==> src/rtl/spi_bus_arbiter_if.sv <==
// Requester-side and SPI-pin signals of the two-requester SPI bus arbiter.
// The arbiter connects through 'master'; the environment connects through 'slave'.
interface spi_bus_arbiter_if #(
    parameter int WIDTH = 16
) ();
    logic [1:0]       req;
    logic [WIDTH-1:0] tx0;
    logic [WIDTH-1:0] tx1;
    logic [WIDTH-1:0] rx_data;
    logic [1:0]       done;
    logic             busy;
    logic             sclk;
    logic             mosi;
    logic             miso;
    logic [1:0]       cs_n;

    modport master (
        input  req, tx0, tx1, miso,
        output rx_data, done, busy, sclk, mosi, cs_n
    );

    modport slave (
        output req, tx0, tx1, miso,
        input  rx_data, done, busy, sclk, mosi, cs_n
    );
endinterface

==> src/rtl/spi_bus_arbiter.sv <==
// Two-requester SPI master: round-robin grant, one mode-0 frame per grant,
// and a one-clk done pulse back to the requester that was served.
module spi_bus_arbiter #(
    parameter int DIVIDER = 40,
    parameter int WIDTH   = 16
) (
    input  logic              clk,
    input  logic              n_rst,
    spi_bus_arbiter_if.master bus
);
    localparam int CNT_W  = (DIVIDER > 1) ? $clog2(DIVIDER) : 1;
    localparam int EDGE_W = $clog2(2 * WIDTH);
    localparam logic [CNT_W-1:0]  CNT_LAST  = CNT_W'(DIVIDER - 1);
    localparam logic [EDGE_W-1:0] EDGE_LAST = EDGE_W'(2 * WIDTH - 1);

    typedef enum logic [1:0] {IDLE, SETUP, SHIFT, HOLD} state_t;

    state_t            state;
    state_t            state_nxt;
    logic [CNT_W-1:0]  cnt;
    logic [EDGE_W-1:0] edge_cnt;
    logic [WIDTH-1:0]  tx_sh;
    logic [WIDTH-1:0]  rx_sh;
    logic [WIDTH-1:0]  rx_data_q;
    logic [1:0]        done_q;
    logic              sclk_q;
    logic              gnt;
    logic              last_gnt;
    logic              tick;
    logic              grant;
    logic              gnt_nxt;
    logic              last_edge;

    // NOTE: clocked blocks use <= only, so every register sees pre-edge values.
    always_ff @(posedge clk or negedge n_rst) begin
        if (!n_rst) state <= IDLE;
        else        state <= state_nxt;
    end

    // NOTE: every always_comb output gets a default first, so no latch is inferred.
    always_comb begin
        state_nxt = state;
        case (state)
            IDLE:    if (bus.req != 2'b00)   state_nxt = SETUP;
            SETUP:   if (tick)               state_nxt = SHIFT;
            SHIFT:   if (tick && last_edge)  state_nxt = HOLD;
            HOLD:    if (tick)               state_nxt = IDLE;
            default:                         state_nxt = IDLE;
        endcase
    end

    always_comb begin
        tick      = (state != IDLE) && (cnt == CNT_LAST);
        grant     = (state == IDLE) && (bus.req != 2'b00);
        last_edge = (edge_cnt == EDGE_LAST);
        // Under contention the requester not served last wins.
        case (bus.req)
            2'b01:   gnt_nxt = 1'b0;
            2'b10:   gnt_nxt = 1'b1;
            default: gnt_nxt = ~last_gnt;
        endcase
    end

    // Pins are derived from state, so an async reset releases cs_n at once.
    assign bus.busy    = (state != IDLE) || (done_q != 2'b00);
    assign bus.cs_n    = (state == IDLE) ? 2'b11 : (gnt ? 2'b01 : 2'b10);
    assign bus.mosi    = (state != IDLE) && tx_sh[WIDTH-1];
    assign bus.sclk    = sclk_q;
    assign bus.done    = done_q;
    assign bus.rx_data = rx_data_q;

    always_ff @(posedge clk or negedge n_rst) begin
        if (!n_rst) begin
            cnt       <= '0;
            edge_cnt  <= '0;
            tx_sh     <= '0;
            rx_sh     <= '0;
            rx_data_q <= '0;
            done_q    <= 2'b00;
            sclk_q    <= 1'b0;
            gnt       <= 1'b0;
            last_gnt  <= 1'b1;
        end else begin
            done_q <= 2'b00;
            if (grant) begin
                gnt      <= gnt_nxt;
                last_gnt <= gnt_nxt;
                tx_sh    <= gnt_nxt ? bus.tx1 : bus.tx0;
                cnt      <= '0;
                edge_cnt <= '0;
                sclk_q   <= 1'b0;
            end else if (state != IDLE) begin
                cnt <= tick ? '0 : cnt + CNT_W'(1);
                if (tick) begin
                    case (state)
                        SHIFT: begin
                            sclk_q   <= ~sclk_q;
                            edge_cnt <= edge_cnt + EDGE_W'(1);
                            if (!sclk_q) rx_sh <= {rx_sh[WIDTH-2:0], bus.miso};
                            else         tx_sh <= {tx_sh[WIDTH-2:0], 1'b0};
                        end
                        HOLD: begin
                            rx_data_q <= rx_sh;
                            done_q    <= gnt ? 2'b10 : 2'b01;
                        end
                        default: ;
                    endcase
                end
            end
        end
    end
endmodule

==> src/flat_wrapper.sv <==
// flat-port wrapper written by rule: the top's interface ports become plain ports
module spi_bus_arbiter_flat 
#(
    parameter int DIVIDER = 40,
    parameter int WIDTH   = 16
)
  (clk, n_rst, bus_req, bus_tx0, bus_tx1, bus_miso, bus_rx_data, bus_done, bus_busy, bus_sclk, bus_mosi, bus_cs_n);
  spi_bus_arbiter_if #(.WIDTH(WIDTH)) bus_i ();
  input  logic clk;
  input  logic n_rst;
  input wire logic [$bits(bus_i.req)-1:0] bus_req;
  input wire logic [$bits(bus_i.tx0)-1:0] bus_tx0;
  input wire logic [$bits(bus_i.tx1)-1:0] bus_tx1;
  input wire logic [$bits(bus_i.miso)-1:0] bus_miso;
  output wire logic [$bits(bus_i.rx_data)-1:0] bus_rx_data;
  output wire logic [$bits(bus_i.done)-1:0] bus_done;
  output wire logic [$bits(bus_i.busy)-1:0] bus_busy;
  output wire logic [$bits(bus_i.sclk)-1:0] bus_sclk;
  output wire logic [$bits(bus_i.mosi)-1:0] bus_mosi;
  output wire logic [$bits(bus_i.cs_n)-1:0] bus_cs_n;
  assign bus_i.req = bus_req;
  assign bus_i.tx0 = bus_tx0;
  assign bus_i.tx1 = bus_tx1;
  assign bus_i.miso = bus_miso;
  assign bus_rx_data = bus_i.rx_data;
  assign bus_done = bus_i.done;
  assign bus_busy = bus_i.busy;
  assign bus_sclk = bus_i.sclk;
  assign bus_mosi = bus_i.mosi;
  assign bus_cs_n = bus_i.cs_n;
  spi_bus_arbiter #(.DIVIDER(DIVIDER), .WIDTH(WIDTH)) u_core (.clk(clk), .n_rst(n_rst), .bus(bus_i));
endmodule
==> config.mk <==
export PLATFORM = sky130hd
export DESIGN_NAME = spi_bus_arbiter_flat
export DESIGN_NICKNAME = d
export VERILOG_FILES = /design/src/rtl/spi_bus_arbiter_if.sv /design/src/rtl/spi_bus_arbiter.sv /design/src/flat_wrapper.sv
export SDC_FILE = /design/constraint.sdc
export NUM_CORES = 1
export LEC_CHECK = 0
export BUFFER_PORTS_ARGS = -buffer_cell sky130_fd_sc_hd__buf_2
export CAP_MARGIN = 20
export CELL_PAD_IN_SITES_DETAIL_PLACEMENT = 0
export CELL_PAD_IN_SITES_GLOBAL_PLACEMENT = 1
export CORE_ASPECT_RATIO = 0.7
export CORE_MARGIN = 1.5
export CORE_UTILIZATION = 40
export CTS_BUF_LIST = sky130_fd_sc_hd__clkbuf_4
export DETAILED_ROUTE_END_ITERATION = 10
export PLACE_DENSITY_LB_ADDON = 0.1
export SKIP_CTS_REPAIR_TIMING = 1
export SLEW_MARGIN = 20
export SYNTH_ARGS = -nofsm -noshare
export SYNTH_HDL_FRONTEND = slang
export SYNTH_SLANG_ARGS = --single-unit
==> constraint.sdc <==
create_clock -name clk -period 2.7 [get_ports clk]
set_clock_uncertainty 0.05 [all_clocks]
set_input_delay 0.405 -clock clk [delete_from_list [all_inputs] [get_ports clk]]
set_output_delay 0.405 -clock clk [all_outputs]
set_load 0.02 [all_outputs]
# Word level (Yosys, flattened, before mapping)
# Index checks and enable logic that the tools add are counted.
classes:
  addsub: 2
  n_eq_ne: 11
  mux: 30
  bitwise_logic: 3
  n_reduce_logical: 18
op_table:
  columns: ["cell", "n"]
  rows:
  - ["16-bit 2-to-1 mux", 6]
  - ["2-bit 2-to-1 mux", 11]
  - ["5-bit 2-to-1 mux", 4]
  - ["6-bit 2-to-1 mux", 3]
  - ["2-bit nonzero test", 7]
  - ["4-bit AND reduction", 3]
  - ["2-bit case mux with 4 select lines", 1]
  - ["6-bit by 1-bit adder with 6-bit output, second input constant", 1]
  - ["2-bit equality test, second input constant", 3]
  - ["6-bit equality test, second input constant", 1]
  - ["2-bit by 1-bit != test with 1-bit output, second input constant", 3]
  - ["5-bit by 1-bit adder with 5-bit output, second input constant", 1]
  - ["5-bit equality test, second input constant", 1]
  - ["5-bit AND reduction", 1]
  - ["2-bit by 1-bit equality test with 1-bit output, second input constant", 2]
  - ["1-bit logical AND", 4]
  - ["1-bit 2-to-1 mux", 4]
  - ["1-bit inverter", 3]
  - ["3-bit AND reduction", 1]
  - ["2-bit logical NOT", 1]
  - ["2-bit != test, second input constant", 1]
  - ["1-bit case mux with 2 select lines", 1]
  - ["1-bit logical OR", 1]
word_totals:
  ff_bits: 66
  wordCells: 74

# Depth between registers and ports, before layout
depth:
  depth_word: 5
  depth_mapped: 8
  ltp_nobuf: 6

# Worst setup path before layout
# No wires, ideal clock.
synth_path:
  path_kind: "reg-to-reg"
  from: "register u_core.state[0]"
  to: "register u_core.rx_sh[10]"
  setup_time_ns: 0.125
  t_arrival_ns: 1.928
  slack_ns: 0.597
  path_stages_with_launch: 9
  synth_period_minus_slack_ns: 2.103
  path_cell_list: "dfrtp_1 inv_1 ha_1 nor3b_4 nand3_4 or2_1 buf_6 buf_12 mux2_4"
synth_between:
  elab_chain_cells: 4
synth_rtl:
  columns: ["element", "line", "source"]
  rows:
  - ["start: declaration", "spi_bus_arbiter.sv:18", "state_t state;"]
  - ["start signal: assignment", "spi_bus_arbiter.sv:37", "else state <= state_nxt;"]
  - ["2-bit logical NOT", "spi_bus_arbiter.sv:54", "grant = (state == IDLE) && (bus.req != 2'b00);"]
  - ["1-bit logical AND", "spi_bus_arbiter.sv:54", null]
  - ["1-bit inverter (no line)", null, null]
  - ["5-bit AND reduction (no line) *", null, null]
  - ["end signal: assignment", "spi_bus_arbiter.sv:99", "if (!sclk_q) rx_sh <= {rx_sh[WIDTH-2:0], bus.miso};"]
  - ["end: declaration", "spi_bus_arbiter.sv:23", "logic [WIDTH-1:0] rx_sh;"]
# Mark *: on every way between the ends. The rest lies on a longest branch, timed or not.
# A chain may end at the register's enable or synchronous reset.

# Worst setup path in the final report
layout_path:
  from: "register u_core.state[0]"
  to: "register u_core.rx_sh[14]"
# Same word-level chain as after synthesis.

==> results.md <==
- Total global routing track utilization: 0.149
- Largest cells by area after synthesis: dfrtp_1 52%, mux2_2 8.6%, mux2i_1 5.4%
- Multi-input gate area: 1310 um2
- Clock insertion delay at the later pin of the skew report: roughly 390 ps
- Per-cell via count in the routed design: 4.84
- Number of buffers inserted by port buffering: 59
- Final setup fails: 0
- Max-slew violation count: 0
- Initial antenna violation count: 0
- Final Hold Slack: approximately 190 ps
- Clock tree from TritonCTS: yes
- Wire length of the first global-routing pass: about 9.6 mm
- Area occupied by registers: 1650 um2
- Worst setup margin: roughly 300 ps
- Worst reg2reg path endpoint: u_core.rx_sh[14]
- Worst-case hold path end point: u_core.rx_sh[0]
- Number of instances in the synthesized netlist: 260
- CTS max path bufs: 2
- Count of max-cap constraint violations: 0
- Run status: completed
- Die footprint: 8370 um2
- Inserted Clock Buffers: 9
- DR pass1 iterations: 4
- Antenna Diode Count: 0
- Final ANT Viol Nets: 0
- Basic-gate share of the synthesized area counting and, or, nand and nor cells: 0.101
- Element type at the critical path end: flip-flop
- Final Hold Viols: 0
- Normalized max-slew margin: 0.428
- Final standard cell count with taps included and fillers excluded: roughly 430
- Unrepaired setup endpoints after global routing: no
- Shortest period the worst path allows: 2400 ps
- Area fraction in compound gates after synthesis: 0.0772
- Post-route fraction of the period consumed by the critical path: 0.890
- Grt ovf: 0
- Share of synthesized area occupied by flip-flops and latches: 0.528
- Global placement routability congestion: 0.718
- Leak: 0.00195 uW
- Total via count after detailed routing: around 2.1k
- Placement Setup Slack: approximately 280 ps
- Total number of nets in the final design: 370
- HPWL after detailed placement: ~3.9 mm
- Number of fill cells in the layout: about 700
- Pwr per Cell Area: ~780 nW/um2
- Maximum number of pins on one net before global-route repair: 38
- Die extent in x: 109 um
- Sum of internal, switching and leakage power: between 2000 and 3000 uW
- Worst Hold Launch: bus_miso
- Clock-pin slew of the registers on the worst-case setup and hold paths: 110 ps
- Number of rows created at floorplan: 26
- CTS root buffer: clkbuf_4
- Largest fanout on the critical path: 17
- I/O pin count: 60
- Detailed router's first-iteration violation count: 68
- Worst hold path depth: 2
- Multiplexer share of the synthesized area: 0.184
- Top_reg_cell synth: dfrtp_1
- Reg2reg start: u_core.state[0]
- Startpoint Class: flip-flop
- Number of placed instances, taps included: 409
- Main combinational cell family by area after synthesis: multiplexers
- Yosys top cell area share: 0.520
- Layout Area Growth over Synthesis: 17.9%
- # DRC: 0
- Xor/xnor share of the synthesized area: 0.0140
- Total nets after synthesis: 307
- Maximum vdd drop: 0.294 mV
- Class of the most critical setup path: reg -> reg
- Library cells used by synthesis: 43
- Async set-reset flop share out of synthesis: 1.00
- Post-Synth Adder-Cell Area: 0.0400
- Syn avg cell area: 12.0 um2
- Total core area: between 7000 and 8000 um2
- Number of synthesis warnings: 0
- Sum of routed wire length over all layers: 5.60 mm
- R2r setup slk: 300 ps
- Worst EP arrival: 2650 ps
- Hold/Removal Path Class: in -> reg
- Via count of the first global-routing pass: between 2k and 2.5k
- Cell type contributing the most total cell area after synthesis: dfrtp_1
- Setup TNS: 0 ps
- Count of flip-flops with a built-in enable after synthesis: 0
- Share of layout cells above drive strength 1: 0.378
- Starting density of the core: 0.420
- Slew at the pin closest to its max-slew limit: around 860 ps
- Number of storage elements in the synthesis netlist: 66
- H-tree levels: 3
- Total number of clock tree sinks: 66
- Fmax achieved: about 420 MHz
- Routed length per instance: 13.2 um
- Synthesized area: roughly 3100 um2
- Number of cells traversed by the worst register-to-register path: 6
- Critical path required time: 2940 ps
- Die extent in y: 77 um
[routing by layer]
metal  GRT usage  wire length [um]  vias up
met4      0.0355                45        0
met2       0.220              2480       47
met1       0.204              2800      984
met3      0.0595               274        6
met5           0                 0        -
li1            -                 -     1026
[cells by family (layout without fill, tap and decap cells)]
family	count (synthesis)	count (layout)
AO/OA/AOI/OAI	33	33
XOR/XNOR	5	5
adder cells (fa/ha/maj)	10	10
buffers and inverters	38	106
flip-flops	66	66
multiplexers	50	50
AND/OR/NAND/NOR	58	58
[power breakdown]
group | internal [uW] | total, uW | leakage [uW] | switching (uW)
sequential | 1180 | 1310 | 0.000879 | 129
clock | 389 | 746 | 0.0000905 | 357
combinational | 369 | 824 | 0.000981 | 455
[cells in the final DEF (no fill, tap or decap), drive strengths merged, types with 2 or more instances in the layout]
| master | instances |
|---|---|
| nand2b | 4 |
| o21ai | 9 |
| ha | 10 |
| o221ai | 15 |
| mux2 | 33 |
| nor2 | 5 |
| xnor2 | 2 |
| a21oi | 2 |
| mux2i | 17 |
| buf | 65 |
| nand3 | 8 |
| clkbuf | 10 |
| or2 | 2 |
| bufinv | 2 |
| and2 | 2 |
| and3 | 3 |
| inv | 24 |
| dfrtp | 65 |
| xor2 | 3 |
| nand2 | 27 |
| clkinv | 4 |
[worst max-delay path, cell delays in order, from the launching register on]
cell	delay (ps)
dfrtp_1	430
inv_1	90
ha_1	250
nor3b_4	340
nand3_4	170
or2_1	560
mux2_4	420
[cell usage after synthesis, drive strengths merged (2+ instances only)]
cell	number
and2	2
nand2	27
o221ai	15
mux2i	17
buf	9
nor2	5
xor2	3
and3	3
clkbuf	5
inv	24
dfrtp	65
mux2	33
xnor2	2
nand3	8
or2	2
o21ai	9
ha	10
nand2b	4
a21oi	2
[cell type report]
cell class / count / area share
sequential: 66 / 0.448
clock buffer: 10 / 0.0204
inverter: 24 / 0.0244
clock inverter: 6 / 0.0248
multi-input combinational: 156 / 0.354
tap: 98 / 0.0332
timing repair buffer: 66 / 0.0950
[how the worst max path moves through the flow]
stage                          startpoint               end  cells after the start
final                     u_core.state[0]  u_core.rx_sh[14]                      6
after global placement    u_core.state[0]  u_core.rx_sh[11]                      6
after CTS                 u_core.state[0]  u_core.rx_sh[12]                      6
after floorplan           u_core.state[0]  u_core.rx_sh[10]                      8
after global routing      u_core.state[0]   u_core.rx_sh[4]                      6
after detailed placement  u_core.state[0]  u_core.rx_sh[12]                      6
[metrics by stage]
| stage | utilization | instance area (um2) |
|---|---|---|
| floorplan | - | 3130 |
| global placement | 0.471 | 3510 |
| detailed placement | 0.471 | 3510 |
| CTS | 0.494 | 3680 |
| global route | 0.495 | 3690 |
| finish | 0.495 | 3690 |
[registers in the layout, summed over array words and instances, names as in the netlist]
signal	cells
u_core.edge_cnt	5
u_core.bus.sclk	1
u_core.bus.done	2
u_core.gnt	1
u_core.cnt	6
u_core.tx_sh	16
u_core.rx_sh	16
u_core.bus.rx_data	16
u_core.state	2
u_core.last_gnt	1
No activity file was read; power rests on OpenSTA's default activity.
